**src/rtl/osf_multichannel_if.sv**
```systemverilog
// Bus bundle for the multichannel oversample filter: tagged ADC input,
// per-channel parameter update port and tagged averaged output.
interface osf_multichannel_if #(
  parameter int unsigned N_CHAN = 8,
  parameter int unsigned W_CHAN = 3,
  parameter int unsigned W_DATA = 18,
  parameter int unsigned W_EP   = 16,
  parameter int unsigned W_OSM  = 4
);
  logic signed [W_DATA-1:0] data_in;
  logic        [W_CHAN-1:0] chan_in;
  logic                     data_valid_in;
  logic        [N_CHAN-1:0] activate_in;
  logic        [W_EP-1:0]   cycle_delay_in;
  logic        [W_OSM-1:0]  osm_in;
  logic        [W_CHAN-1:0] update_chan_in;
  logic                     update_en_in;
  logic                     update_in;
  logic signed [W_DATA-1:0] data_out;
  logic        [W_CHAN-1:0] chan_out;
  logic                     data_valid_out;

  // Source of samples/updates, sink of results.
  modport master (
    output data_in, chan_in, data_valid_in, activate_in, cycle_delay_in,
    output osm_in, update_chan_in, update_en_in, update_in,
    input  data_out, chan_out, data_valid_out
  );

  // The filter itself.
  modport slave (
    input  data_in, chan_in, data_valid_in, activate_in, cycle_delay_in,
    input  osm_in, update_chan_in, update_en_in, update_in,
    output data_out, chan_out, data_valid_out
  );
endinterface

```
**src/rtl/osf_multichannel.sv**
```systemverilog
// Time-multiplexed N-channel oversample filter. Each channel runs its own
// settle-delay / accumulate / rounded-average sequence on the words tagged
// with its channel number. Parameter updates land in pending registers and
// are copied to the active set at every block start.
module osf_multichannel #(
  parameter int unsigned N_CHAN    = 8,
  parameter int unsigned W_CHAN    = 3,
  parameter int unsigned W_DATA    = 18,
  parameter int unsigned W_EP      = 16,
  parameter int unsigned W_OSM     = 4,
  parameter int unsigned MAX_OSM   = 10,
  parameter int unsigned OSM_INIT  = 0,
  parameter int unsigned CDLY_INIT = 0
) (
  input logic             clk_in,
  input logic             reset_in,
  osf_multichannel_if.slave bus
);
  localparam int unsigned W_SUM = W_DATA + MAX_OSM;
  localparam int unsigned W_CNT = MAX_OSM + 1;
  localparam int unsigned W_RND = W_SUM + 1;

  typedef enum logic [1:0] {ST_IDLE, ST_DELAY, ST_SAMPLE} state_t;

  state_t                   r_state     [N_CHAN];
  logic signed [W_SUM-1:0]  r_sum       [N_CHAN];
  logic        [W_CNT-1:0]  r_cnt       [N_CHAN];
  logic        [W_EP-1:0]   r_dcnt      [N_CHAN];
  logic        [W_OSM-1:0]  r_osm       [N_CHAN];
  logic        [W_EP-1:0]   r_cdly      [N_CHAN];
  logic        [W_OSM-1:0]  r_pend_osm  [N_CHAN];
  logic        [W_EP-1:0]   r_pend_cdly [N_CHAN];
  logic signed [W_DATA-1:0] r_data_out;
  logic        [W_CHAN-1:0] r_chan_out;
  logic                     r_data_valid_out;

  logic        [W_OSM-1:0]  w_osm_clamp;
  logic                     w_hit          [N_CHAN];
  logic                     w_upd          [N_CHAN];
  logic        [W_OSM-1:0]  w_pend_osm_nx  [N_CHAN];
  logic        [W_EP-1:0]   w_pend_cdly_nx [N_CHAN];
  logic signed [W_SUM-1:0]  w_sum_add      [N_CHAN];
  logic        [W_CNT-1:0]  w_cnt_add      [N_CHAN];
  logic                     w_done         [N_CHAN];
  logic        [W_RND-1:0]  w_bias         [N_CHAN];
  logic signed [W_RND-1:0]  w_rnd_sum      [N_CHAN];
  logic signed [W_DATA-1:0] w_avg          [N_CHAN];
  logic        [W_EP-1:0]   w_dcnt_add     [N_CHAN];
  logic                     w_dly_end      [N_CHAN];

  // Per-channel word match, pending-parameter forwarding and block arithmetic.
  always_comb begin
    w_osm_clamp = (bus.osm_in > W_OSM'(MAX_OSM)) ? W_OSM'(MAX_OSM) : bus.osm_in;
    for (int c = 0; c < int'(N_CHAN); c++) begin
      w_hit[c]          = bus.data_valid_in && (bus.chan_in == W_CHAN'(c));
      w_upd[c]          = bus.update_in && bus.update_en_in && (bus.update_chan_in == W_CHAN'(c));
      // An update in the same cycle as a block start applies to that new block.
      w_pend_osm_nx[c]  = w_upd[c] ? w_osm_clamp : r_pend_osm[c];
      w_pend_cdly_nx[c] = w_upd[c] ? bus.cycle_delay_in : r_pend_cdly[c];
      w_sum_add[c]      = r_sum[c] + W_SUM'(bus.data_in);
      w_cnt_add[c]      = r_cnt[c] + W_CNT'(1);
      w_done[c]         = (w_cnt_add[c] == (W_CNT'(1) << r_osm[c]));
      w_bias[c]         = (r_osm[c] == '0) ? '0 : (W_RND'(1) << (r_osm[c] - W_OSM'(1)));
      w_rnd_sum[c]      = W_RND'(w_sum_add[c]) + w_bias[c];
      w_avg[c]          = W_DATA'(w_rnd_sum[c] >>> r_osm[c]);
      w_dcnt_add[c]     = r_dcnt[c] + W_EP'(1);
      w_dly_end[c]      = (w_dcnt_add[c] == r_cdly[c]);
    end
  end

  // Per-channel sequencer plus the shared registered output port.
  always_ff @(posedge clk_in or posedge reset_in) begin
    if (reset_in) begin
      for (int c = 0; c < int'(N_CHAN); c++) begin
        r_state[c]     <= ST_IDLE;
        r_sum[c]       <= '0;
        r_cnt[c]       <= '0;
        r_dcnt[c]      <= '0;
        r_osm[c]       <= W_OSM'(OSM_INIT);
        r_cdly[c]      <= W_EP'(CDLY_INIT);
        r_pend_osm[c]  <= W_OSM'(OSM_INIT);
        r_pend_cdly[c] <= W_EP'(CDLY_INIT);
      end
      r_data_out       <= '0;
      r_chan_out       <= '0;
      r_data_valid_out <= 1'b0;
    end else begin
      r_data_valid_out <= 1'b0;
      for (int c = 0; c < int'(N_CHAN); c++) begin
        r_pend_osm[c]  <= w_pend_osm_nx[c];
        r_pend_cdly[c] <= w_pend_cdly_nx[c];
        if (!bus.activate_in[c]) begin
          r_state[c] <= ST_IDLE;
          r_sum[c]   <= '0;
          r_cnt[c]   <= '0;
          r_dcnt[c]  <= '0;
        end else begin
          unique case (r_state[c])
            ST_IDLE: begin
              r_state[c] <= ST_SAMPLE;
              r_osm[c]   <= w_pend_osm_nx[c];
              r_cdly[c]  <= w_pend_cdly_nx[c];
            end
            ST_SAMPLE: begin
              if (w_hit[c]) begin
                if (w_done[c]) begin
                  r_data_valid_out <= 1'b1;
                  r_data_out       <= w_avg[c];
                  r_chan_out       <= W_CHAN'(c);
                  r_sum[c]         <= '0;
                  r_cnt[c]         <= '0;
                  if (r_cdly[c] != '0) begin
                    r_state[c] <= ST_DELAY;
                    r_dcnt[c]  <= '0;
                  end else begin
                    r_osm[c]  <= w_pend_osm_nx[c];
                    r_cdly[c] <= w_pend_cdly_nx[c];
                  end
                end else begin
                  r_sum[c] <= w_sum_add[c];
                  r_cnt[c] <= w_cnt_add[c];
                end
              end
            end
            ST_DELAY: begin
              if (w_hit[c]) begin
                if (w_dly_end[c]) begin
                  r_state[c] <= ST_SAMPLE;
                  r_dcnt[c]  <= '0;
                  r_osm[c]   <= w_pend_osm_nx[c];
                  r_cdly[c]  <= w_pend_cdly_nx[c];
                end else begin
                  r_dcnt[c] <= w_dcnt_add[c];
                end
              end
            end
            default: r_state[c] <= ST_IDLE;
          endcase
        end
      end
    end
  end

  assign bus.data_out       = r_data_out;
  assign bus.chan_out       = r_chan_out;
  assign bus.data_valid_out = r_data_valid_out;
endmodule

```
**src/flat_wrapper.sv**
```systemverilog
// flat-port wrapper written by rule: the top's interface ports become plain ports
module osf_multichannel_flat 
#(
  parameter int unsigned N_CHAN    = 8,
  parameter int unsigned W_CHAN    = 3,
  parameter int unsigned W_DATA    = 18,
  parameter int unsigned W_EP      = 16,
  parameter int unsigned W_OSM     = 4,
  parameter int unsigned MAX_OSM   = 10,
  parameter int unsigned OSM_INIT  = 0,
  parameter int unsigned CDLY_INIT = 0
)
  (clk_in, reset_in, bus_data_in, bus_chan_in, bus_data_valid_in, bus_activate_in, bus_cycle_delay_in, bus_osm_in, bus_update_chan_in, bus_update_en_in, bus_update_in, bus_data_out, bus_chan_out, bus_data_valid_out);
  osf_multichannel_if #(.N_CHAN(N_CHAN), .W_CHAN(W_CHAN), .W_DATA(W_DATA), .W_EP(W_EP), .W_OSM(W_OSM)) bus_i ();
  input logic clk_in;
  input logic reset_in;
  input wire logic [$bits(bus_i.data_in)-1:0] bus_data_in;
  input wire logic [$bits(bus_i.chan_in)-1:0] bus_chan_in;
  input wire logic [$bits(bus_i.data_valid_in)-1:0] bus_data_valid_in;
  input wire logic [$bits(bus_i.activate_in)-1:0] bus_activate_in;
  input wire logic [$bits(bus_i.cycle_delay_in)-1:0] bus_cycle_delay_in;
  input wire logic [$bits(bus_i.osm_in)-1:0] bus_osm_in;
  input wire logic [$bits(bus_i.update_chan_in)-1:0] bus_update_chan_in;
  input wire logic [$bits(bus_i.update_en_in)-1:0] bus_update_en_in;
  input wire logic [$bits(bus_i.update_in)-1:0] bus_update_in;
  output wire logic [$bits(bus_i.data_out)-1:0] bus_data_out;
  output wire logic [$bits(bus_i.chan_out)-1:0] bus_chan_out;
  output wire logic [$bits(bus_i.data_valid_out)-1:0] bus_data_valid_out;
  assign bus_i.data_in = bus_data_in;
  assign bus_i.chan_in = bus_chan_in;
  assign bus_i.data_valid_in = bus_data_valid_in;
  assign bus_i.activate_in = bus_activate_in;
  assign bus_i.cycle_delay_in = bus_cycle_delay_in;
  assign bus_i.osm_in = bus_osm_in;
  assign bus_i.update_chan_in = bus_update_chan_in;
  assign bus_i.update_en_in = bus_update_en_in;
  assign bus_i.update_in = bus_update_in;
  assign bus_data_out = bus_i.data_out;
  assign bus_chan_out = bus_i.chan_out;
  assign bus_data_valid_out = bus_i.data_valid_out;
  osf_multichannel #(.N_CHAN(N_CHAN), .W_CHAN(W_CHAN), .W_DATA(W_DATA), .W_EP(W_EP), .W_OSM(W_OSM), .MAX_OSM(MAX_OSM), .OSM_INIT(OSM_INIT), .CDLY_INIT(CDLY_INIT)) u_core (.clk_in(clk_in), .reset_in(reset_in), .bus(bus_i));
endmodule
```
**config.mk**
```make
export PLATFORM = sky130hd
export DESIGN_NAME = osf_multichannel_flat
export DESIGN_NICKNAME = d
export VERILOG_FILES = /design/src/rtl/osf_multichannel_if.sv /design/src/rtl/osf_multichannel.sv /design/src/flat_wrapper.sv
export SDC_FILE = /design/constraint.sdc
export NUM_CORES = 2
export LEC_CHECK = 0
export BUFFER_PORTS_ARGS = -buffer_cell sky130_fd_sc_hd__buf_2
export CAP_MARGIN = 30
export CORE_MARGIN = 2
export CORE_UTILIZATION = 59
export CTS_CLUSTER_DIAMETER = 200
export DETAILED_ROUTE_END_ITERATION = 7
export HOLD_SLACK_MARGIN = 0.15
export PLACE_DENSITY = 0.77
export SLEW_MARGIN = 20
export SYNTH_ARGS = -nofsm -noshare
export SYNTH_HDL_FRONTEND = slang
export SYNTH_SLANG_ARGS = --single-unit
```
**constraint.sdc**
```tcl
create_clock -name clk_in -period 24.5 [get_ports clk_in]
set_input_delay 2.45 -clock clk_in [delete_from_list [all_inputs] [get_ports clk_in]]
set_output_delay 2.45 -clock clk_in [all_outputs]
set_load 0.005 [all_outputs]
```
After elaboration in Yosys (flattened, before gate mapping). Index checks and enable logic that the tools add are counted.

Output and inout bits: 22. Word-level logic and storage cells: 758. Register bits after elaboration: 798.

Magnitude comparators: 1. Reduce and logical (&&, ||, !) cells: 83. Add/sub/neg operators: 40. Multiplexer cells: 393. Equal/unequal tests: 150. Shift operators: 24.

Operators with widths (number): $mux W16 (96); $mux W28 (32); $mux W18 (32); $pmux W16 S3 (8); $mux W11 (32); $pmux W16 S2 (8); $add A29 B29 Y29 (8); $mux W29 (8); $shl A1 B4 Y29 const A (8); $sshr A29 B4 Y18 (8); $add A28 B18 Y28 (8); $mux W4 (49); $add A16 B1 Y16 const B (8); $eq A16 B16 Y1 (8); $reduce_bool A16 Y1 (8); $ne A3 B2 Y1 const B (40); $mux W2 (48); $mux W3 (32); $ne A2 B1 Y1 const B (48); $pmux W4 S3 (8); $add A11 B1 Y11 const B (8); $eq A11 B11 Y1 (8); $shl A1 B4 Y11 const A (8); $reduce_and A5 Y1 (16); other kinds (18) (154).

Depth between registers and ports, before layout.
Depth in word-level cells: 37. Depth in mapped cells: 27. Depth with buffers taken out: 27.

Least setup slack after synthesis. Ideal clock, no wire load.

Path kind: input -> register. From: input port bus_data_in[0]. To: register u_core.r_data_out[4], in the netlist u_core.bus.data_out[4]. Slack: 16.882 ns. Data required time: 24.384 ns. Stages on the path: 26. Setup time: 0.116 ns. Buffers on the path: 1. Arrival: 7.502 ns. Path through: ha_1 > fa_1 > a211oi_1 > o211ai_1 > and2_1 > a21o_1 > a21o_1 > a21oi_1 > o21ai_0 > xor2_1 > ha_1 > clkbuf_1 > o21a_1 > o21a_1 > o211ai_1 > a31oi_1 > nor2_1 > nor3_2 > xnor2_1 > mux2_2 > mux4_2 > a221oi_1 > nor2_1 > a22oi_1 > o211ai_1 > o311ai_0.

Longest elaborated chain between the ends: 35. Elaborated cells on any way between the ends: 56.

Ends and longest elaborated chain: start: declaration (RTL line flat_wrapper.sv:17) `input wire logic [$bits(bus_i.data_in)-1:0] bus_data_in;`; $add A28 B18 Y28 (RTL line osf_multichannel.sv:60) `w_sum_add[c] = r_sum[c] + W_SUM'(bus.data_in);`; $add A29 B29 Y29 (RTL line osf_multichannel.sv:64) `w_rnd_sum[c] = W_RND'(w_sum_add[c]) + w_bias[c];`; $sshr A29 B4 Y18 (RTL line osf_multichannel.sv:65) `w_avg[c] = W_DATA'(w_rnd_sum[c] >>> r_osm[c]);`; $mux W18 (RTL line osf_multichannel.sv:106) `if (w_done[c]) begin`; $mux W18 (RTL line osf_multichannel.sv:105) `if (w_hit[c]) begin`; $mux W18 (RTL line osf_multichannel.sv:98) `unique case (r_state[c])`; $mux W18 (RTL line osf_multichannel.sv:92) `if (!bus.activate_in[c]) begin`; $mux W18 (RTL line osf_multichannel.sv:106); (+19 left out); $mux W18 (RTL line osf_multichannel.sv:106); $mux W18 (RTL line osf_multichannel.sv:105); $mux W18 (RTL line osf_multichannel.sv:98); $mux W18 (RTL line osf_multichannel.sv:92); $mux W18 (RTL line osf_multichannel.sv:106); $mux W18 (RTL line osf_multichannel.sv:105); $mux W18 (RTL line osf_multichannel.sv:98); $mux W18 (*) (RTL line osf_multichannel.sv:92); end signal: assignment (RTL line osf_multichannel.sv:108) `r_data_out <= w_avg[c];`; end: declaration (RTL line osf_multichannel.sv:33) `logic signed [W_DATA-1:0] r_data_out;`.

Every way passes the cells marked *; elsewhere a longest branch is shown, timed or not. A chain may end at the register's enable or synchronous reset.

Worst setup path after layout.
From: input port bus_data_in[0]. To: register u_core.r_data_out[14], in the netlist u_core.bus.data_out[14].

The elaborated chain is that of the path after synthesis.

==> summary.md <==
| Metric | Value |
|---|---|
| Outcome | `finished, violations left` |
| Failing checks | `design-rule violations` |
| Top-count cell post-synth | `nand2_1` |
| Ys flop type | `dfrtp_1` |
| Detail Route Antenna Nets | `0` |
| GPL Wtd Cong | `1.03` |
| Tightest Pin Transition | `1140 ps` |
| Hold Path Origin | `u_core.r_pend_cdly[92]` |
| Sink Count | `798` |
| Vias per inst | `between 6 and 7` |
| Post-route clock period utilization | `37.1%` |
| Iter 0 DRT Violations | `7464` |
| HPWL after DPL | `181000 um` |
| Final min period | `9100 ps` |
| Sequential power share | `between 20% and 30%` |
| Combinational Power Share | `54.1%` |
| Crit-path max FO | `9` |
| Netlist Area Pre-Place | `0.0728 sq mm` |
| Final wirelength | `248000 um` |
| Reg clk slew, reported paths | `~60 ps` |
| Reg2Reg Launch Point | `u_core.r_osm[20]` |
| Post-synth EDFFs | `0` |
| Hold crit path type | `reg -> reg` |
| Max cap viols | `0` |
| Die width | `~360 um` |
| Vias in the first global route | `67369` |
| Cell-internal power | `3.94 mW` |
| Net Switching | `3.28 mW` |
| Placed insts | `10242` |
| I/O pin count | `79` |
| Die height | `355 um` |
| Layout area overhead | `7.62%` |
| Leak Pwr | `34.5 nW` |
| I/O Buffers | `just under 80` |
| Synth top area share | `between 20% and 30%` |
| Final Hold Fails | `0` |
| Post-synthesis cell type count | `104` |
| Reg-to-Reg End | `u_core.bus.data_out[14]` |
| Slew Limit Fails | `0` |
| CTS max path bufs | `3` |
| Worst vdd ir | `roughly 0.08 mV` |
| Synthesized netlist cell count | `8882` |
| Critical Path AT | `9710 ps` |
| Cts hold-fix bufs | `0` |
| Post-cts gate resize count | `0` |
| Switching share of power | `between 40% and 50%` |
| Synthesized net count | `9327` |
| Post-synthesis sequential area ratio | `27.4%` |
| Commonest cells post-synth | `945 x nand2_1, 798 x dfrtp_1, 727 x nor2_1, 707 x o21ai_0, 513 x a21oi_1` |
| WP data required | `25120 ps` |
| FP Rows | `128` |
| Nets | `9170` |
| Clock skew | `43.6 ps` |
| Setup_tns | `0 ps` |
| PD cells | `~90 mW/mm^2` |
| First-pass GRT wire length | `384000 um` |
| Number of synthesized register bits | `798` |
| Clk Latency, worst-skew pair | `750 ps` |
| R2r worst-path depth | `23` |
| Initial Utilization | `59.6%` |
| Crit path max-delay cell type | `a221oi_1` |
| CP Class | `in -> reg` |
| Post-CTS setup buffer count | `0` |
| Max incr delay on CP | `930 ps` |
| Yosys synthesis warning count | `0` |
| DIE AREA | `between 0.1 and 0.15 sq mm` |
| WHS Endpoint | `u_core.r_pend_cdly[92]` |
| Hold depth | `2` |
| Slew HR | `a little under a quarter` |
| Layout cells sized above 1 | `9.52%` |
| Main area contributors after synthesis | `dfrtp_1 27%, ha_1 6.4%, nand2_1 4.9%` |
| CTS tree | `done` |
| Post-Synthesis Mean Instance Area | `a little over 8 sq um` |
| Largest net degree at the start of global routing | `171` |
| Vias | `a little over 70000` |
| TritonRoute pass-1 iters | `8` |
| Most Frequent Cell on Critical Path | `a21oi_1` |
| Remaining Overflow, GRT | `0` |
| F_max | `between 0.1 and 0.15 GHz` |
| Asr flop ratio synth | `100%` |
| Worst setup SP type | `input port` |
| RSZ-0062 raised after global routing | `no` |
| Synth area leader | `dfrtp_1` |
| Clock share of power | `21.5%` |
| R2R Setup Slk | `17130 ps` |
| Initial antenna violation count | `11` |
| Drt drc | `1` |
| Setup violations, final | `0` |
| Core ar. | `around 0.12 sq mm` |
| Average wire per standard cell | `23.7 um` |
| CTS H-tree depth | `3` |
| Root Buffer | `clkbuf_16` |
| Gr usage total | `around two fifths` |
| CTS buffer count | `96` |
| Critical path endpoint category | `flop` |
| Final Non-Filler Cells | `10442` |
==> stage by stage <==
step / util [%] / area (sq um) / power [mW] / hold WS [ps] / worst slack [ps]
2_1_floorplan: - / 72800 / 4.50 / 436 / 11100
3_3_place_gp: 60.9 / 74400 / 5.46 / 449 / 14650
3_5_place_dp: 61.2 / 74700 / 5.53 / 457 / 15000
4_1_cts: 64.0 / 78200 / 7.11 / 473 / 15700
5_1_grt: 64.1 / 78300 / 7.61 / 490 / 15200
6_report: 64.1 / 78400 / 7.22 / 470 / 15400
==> cell type report <==
type,instances,area [sq um]
multi-input combinational,7431,50500
inverter,174,657
clock buffer,126,2730
antenna,18,45.0
fill,10410,43800
tap,1625,2030
clock inverter,46,703
timing repair buffer,224,1720
sequential,798,20000
==> worst max-delay path, delay by kind of cell <==
kind                     cells  cell delay, ps
AO/OA/AOI/OAI               13            3770
XOR/XNOR                     2             360
adder cells (fa/ha/maj)      3            1210
buffers and inverters        1             340
AND/OR/NAND/NOR              9            1580
==> flip-flops by register name, indices dropped and copies added (netlist names) <==
register                   flops
u_core.r_state                16
u_core.r_osm                  32
u_core.bus.chan_out            3
u_core.bus.data_out           18
u_core.r_cdly                128
u_core.bus.data_valid_out      1
u_core.r_cnt                  88
u_core.r_pend_cdly           128
u_core.r_pend_osm             32
u_core.r_sum                 224
u_core.r_dcnt                128
==> cells by family (layout without fill, tap and decap cells) <==
kind of cell / count (synthesis) / count (layout) / share of synthesized area, %
AO/OA/AOI/OAI: 2783 / 2783 / 25.9
AND/OR/NAND/NOR: 3121 / 3121 / 20.8
buffers and inverters: 653 / 570 / 3.37
XOR/XNOR: 610 / 610 / 7.34
multiplexers: 528 / 528 / 8.37
other: 1 / 19 / 0.00515
adder cells (fa/ha/maj): 388 / 388 / 6.83
flip-flops: 798 / 798 / 27.4
==> cell usage in the layout (no fill, tap or decap), drive strengths merged, types with 220 or more instances in the layout <==
cell type	Yosys	routed
xor2	220	220
nand3	274	274
nand2	945	945
a21oi	513	513
xnor2	390	390
buf	68	222
mux2	284	284
dfrtp	798	798
nor2	727	727
ha	372	372
o21ai	724	724
==> per-layer routing <==
metal | vias to the layer above | part of all wire (%) | GRT usage, %
met5 | - | 0.026 | 0
met2 | 3386 | 44 | 59.1
met3 | 725 | 8.9 | 7.64
met4 | 10 | 6.7 | 22.7
met1 | 34549 | 40 | 49.5
li1 | 32950 | - | -
==> power by group through the flow <==
| stage | logic [mW] | clock network (mW) | registers, mW |
|---|---|---|---|
| 2_1_floorplan | 2.81 | 0 | 1.68 |
| 3_3_place_gp | 3.70 | 0 | 1.75 |
| 3_5_place_dp | 3.77 | 0 | 1.76 |
| 4_1_cts | 3.80 | 1.57 | 1.74 |
| 5_1_grt | 4.21 | 1.63 | 1.77 |
| 6_report | 3.91 | 1.56 | 1.76 |
==> how the worst max path moves through the flow <==
stage / start / endpoint / slack (ps) / cells after the start
3_3_place_gp: bus_data_in[1] / u_core.bus.data_out[14] / 14650 / 21
6_report: bus_data_in[0] / u_core.bus.data_out[14] / 15400 / 28
5_1_grt: bus_data_in[0] / u_core.bus.data_out[14] / 15200 / 28
4_1_cts: bus_data_in[1] / u_core.bus.data_out[14] / 15700 / 21
3_5_place_dp: bus_data_in[0] / u_core.bus.data_out[14] / 15000 / 28
2_1_floorplan: reset_in / u_core.bus.chan_out[0] / 11100 / 1
No activity file was read; power rests on OpenSTA's default activity.
